### src/rtl/fifo_stream_drain.sv
// Read-side drain engine: pops cmd_len words from a show-ahead FIFO onto a valid/ready stream.
// Latency: a word popped at edge N is on m_valid after edge N; 1 word/cycle sustained.
// Backpressure: m_ready low fills a 2-entry buffer, then pops stall (no m_ready->fifo_rd_en path).
// Optional macro FIFO_DRAIN_TIMEOUT_EN adds a starvation timeout and the timeout_err port.
module fifo_stream_drain #(
  parameter int DATA_WIDTH     = 8,
  parameter int LEN_WIDTH      = 8,
  parameter int TIMEOUT_CYCLES = 256
) (
  input  logic                  clk,
  input  logic                  rst,
  input  logic                  cmd_valid,
  output logic                  cmd_ready,
  input  logic [LEN_WIDTH-1:0]  cmd_len,
  output logic                  fifo_rd_en,
  input  logic [DATA_WIDTH-1:0] fifo_data,
  input  logic                  fifo_empty,
  output logic                  m_valid,
  input  logic                  m_ready,
  output logic [DATA_WIDTH-1:0] m_data,
  output logic                  m_last,
  output logic                  busy,
`ifdef FIFO_DRAIN_TIMEOUT_EN
  output logic                  done,
  output logic                  timeout_err
`else
  output logic                  done
`endif
);

  typedef enum logic [1:0] {
    IDLE  = 2'd0,
    DRAIN = 2'd1,
    FLUSH = 2'd2
  } state_t;

  state_t                state_q, state_d;
  logic [LEN_WIDTH-1:0]  remaining_q;
  logic [1:0]            occ_q;
  logic [DATA_WIDTH-1:0] head_data, tail_data;
  logic                  head_last, tail_last;
  logic                  done_q, done_d;
  logic                  cmd_fire, out_fire, pop, pop_last, abort;

  assign cmd_ready  = (state_q == IDLE) && !rst;
  assign cmd_fire   = cmd_valid && cmd_ready;
  assign m_valid    = (occ_q != 2'd0);
  assign out_fire   = m_valid && m_ready;
  assign m_data     = head_data;
  assign m_last     = head_last;
  assign busy       = (state_q != IDLE);
  assign done       = done_q;
  // Pop depends only on registered state and fifo_empty so the FIFO never sees m_ready timing.
  assign pop        = (state_q == DRAIN) && !fifo_empty && (remaining_q != '0) && (occ_q != 2'd2);
  assign fifo_rd_en = pop;
  assign pop_last   = (remaining_q == LEN_WIDTH'(1));

`ifdef FIFO_DRAIN_TIMEOUT_EN
  localparam int CNT_W = $clog2(TIMEOUT_CYCLES + 1);
  logic [CNT_W-1:0] starve_cnt;
  logic             starve;

  // Starved means nothing left to show downstream and nothing arriving from the FIFO.
  assign starve = (state_q == DRAIN) && fifo_empty && (occ_q == 2'd0);
  assign abort  = starve && (starve_cnt == CNT_W'(TIMEOUT_CYCLES - 1));

  // Count consecutive starved cycles; latch the error until the next command is accepted.
  always_ff @(posedge clk or posedge rst) begin
    if (rst) begin
      starve_cnt  <= '0;
      timeout_err <= 1'b0;
    end else begin
      starve_cnt <= starve ? starve_cnt + CNT_W'(1) : '0;
      if (abort)
        timeout_err <= 1'b1;
      else if (cmd_fire)
        timeout_err <= 1'b0;
    end
  end
`else
  assign abort = 1'b0;
`endif

  // Next-state and done-pulse decode.
  always_comb begin
    state_d = state_q;
    done_d  = 1'b0;
    case (state_q)
      IDLE: begin
        if (cmd_fire) begin
          if (cmd_len != '0)
            state_d = DRAIN;
          else
            done_d = 1'b1;
        end
      end
      DRAIN: begin
        if (abort) begin
          state_d = IDLE;
          done_d  = 1'b1;
        end else if (pop && pop_last) begin
          state_d = FLUSH;
        end
      end
      FLUSH: begin
        if (out_fire && head_last) begin
          state_d = IDLE;
          done_d  = 1'b1;
        end
      end
      default: state_d = IDLE;
    endcase
  end

  // State register, done pulse and remaining-word counter.
  always_ff @(posedge clk or posedge rst) begin
    if (rst) begin
      state_q     <= IDLE;
      done_q      <= 1'b0;
      remaining_q <= '0;
    end else begin
      state_q <= state_d;
      done_q  <= done_d;
      if (cmd_fire)
        remaining_q <= cmd_len;
      else if (abort)
        remaining_q <= '0;
      else if (pop)
        remaining_q <= remaining_q - LEN_WIDTH'(1);
    end
  end

  // Two-entry output buffer: head drives the stream, tail only fills while head is stalled.
  always_ff @(posedge clk or posedge rst) begin
    if (rst) begin
      occ_q     <= 2'd0;
      head_data <= '0;
      head_last <= 1'b0;
      tail_data <= '0;
      tail_last <= 1'b0;
    end else begin
      case (occ_q)
        2'd0: begin
          if (pop) begin
            head_data <= fifo_data;
            head_last <= pop_last;
            occ_q     <= 2'd1;
          end
        end
        2'd1: begin
          if (pop && out_fire) begin
            head_data <= fifo_data;
            head_last <= pop_last;
          end else if (pop) begin
            tail_data <= fifo_data;
            tail_last <= pop_last;
            occ_q     <= 2'd2;
          end else if (out_fire) begin
            occ_q <= 2'd0;
          end
        end
        2'd2: begin
          if (out_fire) begin
            head_data <= tail_data;
            head_last <= tail_last;
            occ_q     <= 2'd1;
          end
        end
        default: occ_q <= 2'd0;
      endcase
    end
  end

endmodule
### config.mk
export PLATFORM = sky130hd
export DESIGN_NAME = fifo_stream_drain
export DESIGN_NICKNAME = d
export VERILOG_FILES = /design/src/rtl/fifo_stream_drain.sv
export SDC_FILE = /design/constraint.sdc
export NUM_CORES = 1
export LEC_CHECK = 0
export BUFFER_PORTS_ARGS = -buffer_cell sky130_fd_sc_hd__buf_2
export CELL_PAD_IN_SITES_DETAIL_PLACEMENT = 1
export CELL_PAD_IN_SITES_GLOBAL_PLACEMENT = 2
export CORE_AREA = 10 10 79 81
export DETAILED_ROUTE_END_ITERATION = 8
export DIE_AREA = 0 0 89 91
export MAX_ROUTING_LAYER = met4
export PLACE_DENSITY_LB_ADDON = 0.2
export SLEW_MARGIN = 10
export SYNTH_ARGS = -nofsm -noshare
export SYNTH_HDL_FRONTEND = slang
export SYNTH_SLANG_ARGS = --single-unit
export TNS_END_PERCENT = 1
### constraint.sdc
create_clock -name clk -period 2.8 [get_ports clk]
set_clock_uncertainty 0.1 [all_clocks]
set_input_delay 0.14 -clock clk [delete_from_list [all_inputs] [get_ports clk]]
set_output_delay 0.14 -clock clk [all_outputs]
set_load 0.005 [all_outputs]
==> run summary, run 1 <==
CRITICAL PATH
---------------------------------------------------------------------------------------
Capturing element type of the critical path                                primary output
Setup crit start                                                           occ_q[1]$_DFFE_PP0P_
Reg-to-reg setup timing slack                                                    700 ps
Reg2reg start                                                              state_q[1]$_DFFE_PP0P_
Delay contributed by the slowest stage of the critical path                      470 ps
Arrival time of data at the critical path endpoint                              1900 ps
Slowest CP cell                                                            sky130_fd_sc_hd__nor3_1
Highest fanout seen on the critical path                                              6
Worst reg2reg path endpoint                                                m_data[6]$_DFFE_PP0P_
Crit path buffers/inverters                                                           2
End point of the critical path                                               fifo_rd_en
Crit path cell chain                                                       nor2b_1 > nor3_1 > nand2_1 > inv_1 > buf_2
Cell depth of the worst flop-to-flop path                                             4
Family with the most delay on the worst path                               simple AND/OR/NAND/NOR gates
Category of the worst setup path launch point                                 flip-flop
Worst path depth                                                                      5
Data required time of the critical path                                         2560 ps
Path type of the worst setup path                                            reg -> out

YOSYS
---------------------------------------------------------------------------------------
Combined area of all synthesized cells                                     0.001627 mm²
Total nets after synthesis                                                          185
Mapped Avg Cell Area                                                          10.10 µm²
Seq/Total Area, Yosys                                                            0.4769
#FFs+latches synth                                                                   31
Number of cells produced by synthesis                                               161
Yosys warning count                                                                   0
Unique masters post-synth                                                            37

ROUTING
---------------------------------------------------------------------------------------
Post-DR wirelength/cell                                                        16.89 µm
Detailed Routing Iterations Pass 1                                                    5
Via count                                                                         1,378
Number of violations reported at the end of detailed-routing iteration 0             44
Average vias per placed instance                                                  5.300
Residual DRC                                                                          0
Routed wire length                                                              4391 µm
DRT antenna net count                                                                 0

FLOORPLAN
---------------------------------------------------------------------------------------
Starting Density                                                                 0.3490
Horizontal die dimension                                                          89 µm
Die extent in y                                                                   91 µm
Top-level port count                                                                 35
Core Region                                                                0.004661 mm²
Full die area                                                              0.008099 mm²
Std cell rows                                                                        25

CLOCK NETWORK
---------------------------------------------------------------------------------------
Maximum root-to-sink buffer count                                                     2
Clock tree root driver cell                                                sky130_fd_sc_hd__clkbuf_8
Clk sink count                                                                       31
Clock tree from TritonCTS                                                          done
Clock slew seen by the registers of the worst setup and hold paths                60 ps
Depth of the CTS H-tree                                                               2
Total CTS buffers                                                                     5
Worst-skew pair later-pin latency                                                280 ps

STA
---------------------------------------------------------------------------------------
Share of the clock period used by the worst path                                 0.7628
Shortest period the worst path allows                                           2136 ps
Max-slew violation total from the final report                                        0
RSZ-0062 raised after global routing                                              false
Highest achievable clock rate                                                 468.2 MHz
Tightest slew margin relative to the limit                                       0.6331
Worst slew pin tran                                                            546.1 ps
Final setup fails                                                                     0
Total negative setup slack                                                         0 ps
Final number of hold-violating endpoints                                              0

CELLS AND AREA
---------------------------------------------------------------------------------------
Total inserted antenna cells                                                          0
Layout area overhead                                                             23.69%
Layout cell share with drive strength beyond 1                                   0.3155
Post-route cell area                                                       0.002012 mm²
Nets@finish                                                                         230
Fill cells                                                                          553
Final core utilization                                                           0.4317

PLACED DESIGN
---------------------------------------------------------------------------------------
Half-perimeter wire length of the detailed placement result                     3365 µm
Input/output buffers                                                                 34
Post-Place Cell Area                                                       0.001864 mm²
Final Wtd Congestion                                                             0.7504

POWER
---------------------------------------------------------------------------------------
Worst IR Drop VDD                                                             0.3374 mV
Power Dens Cells                                                           942.0 mW/mm²
P_leak                                                                     0.0009411 µW

GLOBAL ROUTE
---------------------------------------------------------------------------------------
Global Route Usage Sum                                                           0.1186
Maximum number of pins on one net before global-route repair                         32
Global-route wire length before repair                                          7486 µm
Total overflow reported by the global router                                          0
Vias in the first global route                                                    1,534
Antenna violations before repair                                                      0

RUN STATUS
---------------------------------------------------------------------------------------
Run status                                                                    completed

WORST HOLD PATH
---------------------------------------------------------------------------------------
Worst hold path type                                                          in -> reg

JOB
---------------------------------------------------------------------------------------
Max-cap violations                                                                    0

==> worst register-to-register path, delay by kind of cell (launching register included) <==
kind,cells,cell delay (ps)
AOI/OAI and AO/OA,2,870
DFF,1,420
muxes,1,390
and+or+nand+nor,1,200
==> flip-flops by register name, indices dropped and copies added (netlist names) <==
| signal | flops |
|---|---|
| remaining_q | 8 |
| m_data | 8 |
| m_last | 1 |
| state_q | 2 |
| tail_last | 1 |
| occ_q | 2 |
| done | 1 |
| tail_data | 8 |
==> cell families (layout without fill, tap and decap cells) <==
group / after synthesis / count (layout) / share of synthesized area
AND/OR/NAND/NOR: 71 / 71 / 0.2285
flip-flops: 31 / 31 / 0.4769
AO/OA/AOI/OAI: 22 / 22 / 0.1008
multiplexers: 20 / 20 / 0.1362
buffers and inverters: 14 / 59 / 0.03461
adder cells (fa/ha/maj): 3 / 3 / 0.02308
==> metal layers <==
metal,GRT usage,part of all wire,up-vias
met1,0.1485,0.46,680
met2,0.1733,0.48,25
li1,-,-,669
met4,0.04377,0.011,0
met3,0.03843,0.049,4
met5,-,0,-
==> how the worst min path moves through the flow <==
stage	endpoint	slack [ps]	depth (start not counted)	start
after CTS	tail_data[4]$_DFFE_PP0P_	1	2	fifo_data[4]
after floorplan	done$_DFF_PP0_	140	1	rst
final	tail_data[4]$_DFFE_PP0P_	10	2	fifo_data[4]
after global placement	done$_DFF_PP0_	170	3	rst
after detailed placement	done$_DFF_PP0_	190	3	rst
after global routing	tail_data[4]$_DFFE_PP0P_	5	2	fifo_data[4]
==> what timing repair did <==
action                    in CTS  in global routing
hold endpoints to repair      36                  0
gates resized for setup        0                  0
hold buffers                   6                  0
setup buffers                  0                  0
==> cell usage in the layout, fill, tap and decap left out, drive strengths merged <==
master,count
inv,9
o22ai,1
ha,3
o32ai,1
nor3,5
clkbuf,6
dfrtp,31
a22o,1
nor4b,1
or3,4
o31ai,2
nor3b,1
and3,2
a31oi,2
o211ai,4
nand2,34
dlygate4sd3,6
nor4,2
or2,1
nand2b,3
nor2b,1
a2111oi,1
clkinv,1
a21boi,1
nand3,8
or4,5
nor2,3
buf,37
o21ai,4
mux2,17
mux2i,3
o221ai,1
o311ai,1
a32o,1
a211o,1
and2,1
a221o,1
==> cell usage after synthesis <==
library cell | number | area share
sky130_fd_sc_hd__nand2_1 | 34 | 0.078
sky130_fd_sc_hd__dfrtp_1 | 31 | 0.48
sky130_fd_sc_hd__mux2_2 | 17 | 0.12
sky130_fd_sc_hd__inv_1 | 9 | 0.021
sky130_fd_sc_hd__nand3_1 | 7 | 0.022
sky130_fd_sc_hd__nor3_1 | 5 | 0.015
sky130_fd_sc_hd__or4_1 | 5 | 0.023
sky130_fd_sc_hd__o211ai_1 | 4 | 0.018
sky130_fd_sc_hd__o21ai_0 | 4 | 0.012
sky130_fd_sc_hd__or3_1 | 4 | 0.015
sky130_fd_sc_hd__buf_2 | 3 | 0.0092
sky130_fd_sc_hd__ha_1 | 3 | 0.023
sky130_fd_sc_hd__mux2i_1 | 3 | 0.018
sky130_fd_sc_hd__nand2b_1 | 3 | 0.012
sky130_fd_sc_hd__nor2_1 | 3 | 0.0069
sky130_fd_sc_hd__a31oi_1 | 2 | 0.0077
sky130_fd_sc_hd__and3_1 | 2 | 0.0077
sky130_fd_sc_hd__clkbuf_1 | 2 | 0.0046
sky130_fd_sc_hd__o31ai_1 | 2 | 0.0092
sky130_fd_sc_hd__a2111oi_0 | 1 | 0.0054
sky130_fd_sc_hd__a211o_1 | 1 | 0.0054
sky130_fd_sc_hd__a21boi_0 | 1 | 0.0046
sky130_fd_sc_hd__a221o_1 | 1 | 0.0062
sky130_fd_sc_hd__a22o_1 | 1 | 0.0054
sky130_fd_sc_hd__a32o_1 | 1 | 0.0062
sky130_fd_sc_hd__and2_1 | 1 | 0.0038
sky130_fd_sc_hd__nand3_2 | 1 | 0.0062
sky130_fd_sc_hd__nor2b_1 | 1 | 0.0038
sky130_fd_sc_hd__nor3b_1 | 1 | 0.0046
sky130_fd_sc_hd__nor4_1 | 1 | 0.0038
sky130_fd_sc_hd__nor4_4 | 1 | 0.013
sky130_fd_sc_hd__nor4b_2 | 1 | 0.0092
sky130_fd_sc_hd__o221ai_1 | 1 | 0.0054
sky130_fd_sc_hd__o22ai_1 | 1 | 0.0038
sky130_fd_sc_hd__o311ai_0 | 1 | 0.0054
sky130_fd_sc_hd__o32ai_1 | 1 | 0.0054
sky130_fd_sc_hd__or2_2 | 1 | 0.0038
==> stage by stage <==
step	setup WS (ps)	power, µW	instances	hold WS, ps
6_report	664.2	1895	260	11.31
5_1_grt	534.4	2065	260	5.215
4_1_cts	668.7	1928	260	1.271
3_5_place_dp	706.2	1552	247	193.8
3_3_place_gp	736.1	1498	247	173.5
2_1_floorplan	986.2	1290	161	143.5
==> power by group <==
part	internal (µW)	leakage, µW	switching (µW)
clock network	193	0.0000470	161
logic	370	0.000516	364
registers	650	0.000378	158
==> layout make-up <==
class / instances / area [µm²] / area share
clock inverter: 1 / 5.005 / 0.002488
tap: 54 / 67.56 / 0.03358
multi-input combinational: 116 / 794.5 / 0.3949
clock buffer: 6 / 82.58 / 0.04104
timing repair buffer: 43 / 252.7 / 0.1256
inverter: 9 / 33.78 / 0.01679
sequential: 31 / 775.7 / 0.3856
No activity file was read; power rests on OpenSTA's default activity.
==> run 2, diff against run 1 <==
--- a/config.mk
+++ b/config.mk
@@ -5,12 +5,13 @@
 export SDC_FILE = /design/constraint.sdc
 export NUM_CORES = 1
 export LEC_CHECK = 0
+export ABC_AREA = 1
 export BUFFER_PORTS_ARGS = -buffer_cell sky130_fd_sc_hd__buf_2
 export CELL_PAD_IN_SITES_DETAIL_PLACEMENT = 1
 export CELL_PAD_IN_SITES_GLOBAL_PLACEMENT = 2
-export CORE_AREA = 10 10 79 81
+export CORE_AREA = 10 10 89 91
 export DETAILED_ROUTE_END_ITERATION = 8
-export DIE_AREA = 0 0 89 91
+export DIE_AREA = 0 0 99 101
 export MAX_ROUTING_LAYER = met4
 export PLACE_DENSITY_LB_ADDON = 0.2
 export SLEW_MARGIN = 10
==> constraint.sdc (replaced) <==
create_clock -name clk -period 2.1 [get_ports clk]
set_clock_uncertainty 0.1 [all_clocks]
set_input_delay 0.105 -clock clk [delete_from_list [all_inputs] [get_ports clk]]
set_output_delay 0.105 -clock clk [all_outputs]
set_load 0.005 [all_outputs]
==> run 2 against run 1 <==
Compared with the run above: synthesized cell count grew 55%; die area grew 23%; sequential cell count is the same; clock-buffer cell count is the same; largest cell class unchanged; highest routed layer unchanged.
==> run summary, run 2 <==
RUN STATUS
---------------------------------------------------------------------------------------
Run status                                                                    completed

ROUTING
---------------------------------------------------------------------------------------
Residual DRC                                                                          0   unchanged
Via count                                                                         1,690   +23%
Post-DR wirelength/cell                                                        13.31 µm   -21%
Detailed Routing Iterations Pass 1                                                    4   -1
Number of violations reported at the end of detailed-routing iteration 0             34   -23%
DRT antenna net count                                                                 0   unchanged
Average vias per placed instance                                                  4.483   -15%
Routed wire length                                                              5017 µm   +14%

CLOCK NETWORK
---------------------------------------------------------------------------------------
Clk sink count                                                                       31   unchanged
Total CTS buffers                                                                     5   unchanged
Maximum root-to-sink buffer count                                                     2   unchanged
Clock tree root driver cell                                                sky130_fd_sc_hd__clkbuf_8
Clock tree from TritonCTS                                                          done
Depth of the CTS H-tree                                                               2   unchanged
Worst-skew pair later-pin latency                                                290 ps   about the same
Clock slew seen by the registers of the worst setup and hold paths                70 ps   about the same
Count of instances resized after the clock tree is built                              0   unchanged

CELLS AND AREA
---------------------------------------------------------------------------------------
Final core utilization                                                           0.3676   -0.06406
Post-route cell area                                                       0.002281 mm²   +13%
Total inserted antenna cells                                                          0   unchanged
Nets@finish                                                                         323   +40%
Most frequent cells in the layout                                          96 x sky130_fd_sc_hd__nand2_1, 34 x sky130_fd_sc_hd__buf_2, 33 x sky130_fd_sc_hd__nand3_1
Layout area overhead                                                             27.04%
Most common library cell in the layout ignoring fill and taps              sky130_fd_sc_hd__nand2_1
Layout cell share with drive strength beyond 1                                   0.2133   -0.1022

FLOORPLAN
---------------------------------------------------------------------------------------
Top-level port count                                                                 35   unchanged
Die extent in y                                                                  101 µm   +11%
Core Region                                                                0.006205 mm²   +33%
Starting Density                                                                 0.2894   -0.05962
Horizontal die dimension                                                          99 µm   +11%
Std cell rows                                                                        29   +16%
Full die area                                                              0.009999 mm²   +23%

YOSYS
---------------------------------------------------------------------------------------
Post-synth EDFFs                                                                      0   unchanged
Top cells by area, synth                                                   sky130_fd_sc_hd__dfrtp_1 43%, sky130_fd_sc_hd__nand2_1 20%, sky130_fd_sc_hd__nand3_1 9.2%, sky130_fd_sc_hd__inv_1 5.6%, sky130_fd_sc_hd__o21ai_0 3.6%
Unique masters post-synth                                                            21   -43%
Top_reg_cell synth                                                         sky130_fd_sc_hd__dfrtp_1
Yosys warning count                                                                   0   unchanged
Total nets after synthesis                                                          273   +48%
Combined area of all synthesized cells                                     0.001795 mm²   +10%
Share of flip-flops with an asynchronous set or reset                             1.000   unchanged
Mapped Avg Cell Area                                                          7.211 µm²   -29%
Number of cells produced by synthesis                                               249   +55%
Cell taking the most area after synthesis                                  sky130_fd_sc_hd__dfrtp_1
#FFs+latches synth                                                                   31   unchanged
Most numerous cell in the Yosys netlist                                    sky130_fd_sc_hd__nand2_1
Area fraction of the dominant cell type after synthesis                          0.4321   -0.04487
Seq/Total Area, Yosys                                                            0.4321   -0.04487
Top post-synthesis cells by count                                          96 x sky130_fd_sc_hd__nand2_1, 33 x sky130_fd_sc_hd__nand3_1, 31 x sky130_fd_sc_hd__dfrtp_1

CRITICAL PATH
---------------------------------------------------------------------------------------
Arrival time of data at the critical path endpoint                              1670 ps   -230 ps
Data required time of the critical path                                         1890 ps   -670 ps
Reg-to-reg setup timing slack                                                    380 ps   -320 ps
Path type of the worst setup path                                            reg -> out
Worst reg2reg path endpoint                                                m_data[5]$_DFFE_PP0P_
Reg2reg start                                                              remaining_q[0]$_DFFE_PP0P_
Highest fanout seen on the critical path                                             11   +5
Category of the worst setup path launch point                                 flip-flop
Capturing element type of the critical path                                primary output
Delay contributed by the slowest stage of the critical path                      400 ps   -70 ps
Slowest CP cell                                                            sky130_fd_sc_hd__dfrtp_1
Setup crit start                                                           remaining_q[0]$_DFFE_PP0P_
Cell depth of the worst flop-to-flop path                                             9   +5
End point of the critical path                                               fifo_rd_en
Crit path cell chain                                                       inv_1 > ha_1 > nand2_1 > nor2_1 > nor2_2 > buf_4 > buf_2

GLOBAL ROUTE
---------------------------------------------------------------------------------------
Total overflow reported by the global router                                          0   unchanged
Global Route Usage Sum                                                           0.1097   -0.008899
Vias in the first global route                                                    1,823   +19%
Maximum number of pins on one net before global-route repair                         32   unchanged
Antenna violations before repair                                                      0   unchanged
Global-route wire length before repair                                          8735 µm   +17%

STA
---------------------------------------------------------------------------------------
Worst slew pin tran                                                            428.4 ps   -117.7 ps
Total negative setup slack                                                         0 ps   unchanged
RSZ-0062 raised after global routing                                              false
Max-slew violation total from the final report                                        0   unchanged
Highest achievable clock rate                                                 534.0 MHz
Worst hold slack                                                               12.87 ps   +1.550 ps
Tightest slew margin relative to the limit                                       0.7144   +0.08128
Crit path setup slack, layout                                                  227.3 ps   -437.0 ps
Final number of hold-violating endpoints                                              0   unchanged
Share of the clock period used by the worst path                                 0.8918
Shortest period the worst path allows                                           1873 ps
Final setup fails                                                                     0   unchanged

PLACED DESIGN
---------------------------------------------------------------------------------------
Half-perimeter wire length of the detailed placement result                     3811 µm   +13%
Post-Place Cell Area                                                       0.002043 mm²   +9.6%
Input/output buffers                                                                 34   unchanged
Final Wtd Congestion                                                             0.7189   -4.2%
Worst Setup Slack post-DPL                                                     384.4 ps   -321.8 ps

JOB
---------------------------------------------------------------------------------------
Max-cap violations                                                                    0   unchanged

POWER
---------------------------------------------------------------------------------------
Power Dens Cells                                                            1296 mW/mm²   +38%
P_leak                                                                      0.001261 µW   +34%
Worst IR Drop VDD                                                             0.4855 mV   +44%

WORST HOLD PATH
---------------------------------------------------------------------------------------
Worst hold path type                                                          in -> reg

[run 2: cell types whose count changed in the layout (fill, tap and decap cells not counted), moves of 5 or more]
| cell | change |
|---|---|
| sky130_fd_sc_hd__nor3_1 | -5 |
| sky130_fd_sc_hd__dlygate4sd3_1 | +6 |
| sky130_fd_sc_hd__mux2_2 | -17 |
| sky130_fd_sc_hd__inv_1 | +18 |
| sky130_fd_sc_hd__o21ai_0 | +9 |
| sky130_fd_sc_hd__nor2_1 | +14 |
| sky130_fd_sc_hd__nand2_1 | +62 |
| sky130_fd_sc_hd__nand3_1 | +26 |
| sky130_fd_sc_hd__or4_1 | -5 |
[run 2: worst min-delay path by stage]
stage | from | end | cells past startpoint
final | m_ready | occ_q[1]$_DFFE_PP0P_ | 2
after global routing | m_ready | occ_q[1]$_DFFE_PP0P_ | 2
after CTS | m_ready | occ_q[1]$_DFFE_PP0P_ | 2
after detailed placement | rst | state_q[1]$_DFFE_PP0P_ | 3
after global placement | rst | state_q[1]$_DFFE_PP0P_ | 3
after floorplan | m_ready | occ_q[1]$_DFFE_PP0P_ | 1
[run 2: critical path, delay by kind of cell, from the launching register on]
family / cells / cell delay [ps]
buffers and inverters: 3 / 500
adder cells (fa/ha/maj): 1 / 200
flip-flops: 1 / 400
AND/OR/NAND/NOR: 3 / 280
[run 2: where the power goes]
part	switching, µW	internal, µW	total [µW]
clock	240	384	624
sequential	179	849	1030
combinational	809	495	1300
total	1230	1730	2960
[run 2: per-stage QoR]
| step | instances | power, µW |
|---|---|---|
| floorplan | 249 | 1959 |
| global route | 377 | 3303 |
| detailed placement | 357 | 2362 |
| global placement | 357 | 2348 |
| CTS | 377 | 3013 |
| finish | 377 | 2957 |
[run 2: repair_timing]
action,CTS,global route
endpoints found under the hold margin,42,0
buffers inserted,0,0
hold buffers,12,0
[run 2: kinds of logic after synthesis]
logic type               count (synthesis)  share of synthesized area
XOR/XNOR                                 1                   0.004879
flip-flops                              31                     0.4321
adder cells (fa/ha/maj)                  3                    0.02091
AO/OA/AOI/OAI                           18                    0.05993
AND/OR/NAND/NOR                        161                     0.3986
buffers and inverters                   35                    0.08362
[run 2: area by class of cell]
cell class              count  area [µm²]
clock inverters             2       35.03
flip-flops and latches     31       775.7
inverters                  29       108.9
repair buffers             49       312.8
multi-input cells         183       869.6
clock buffers               6       82.58
fillers                   814        3924
well taps                  77       96.34
[run 2: metal layers]
layer | up-vias | routed length (µm) | global-route usage
li1 | 880 | - | -
met1 | 777 | 2390 | 0.1296
met2 | 27 | 2337 | 0.1754
met3 | 6 | 223 | 0.03155
met4 | 0 | 66 | 0.03638
met5 | - | 0 | -
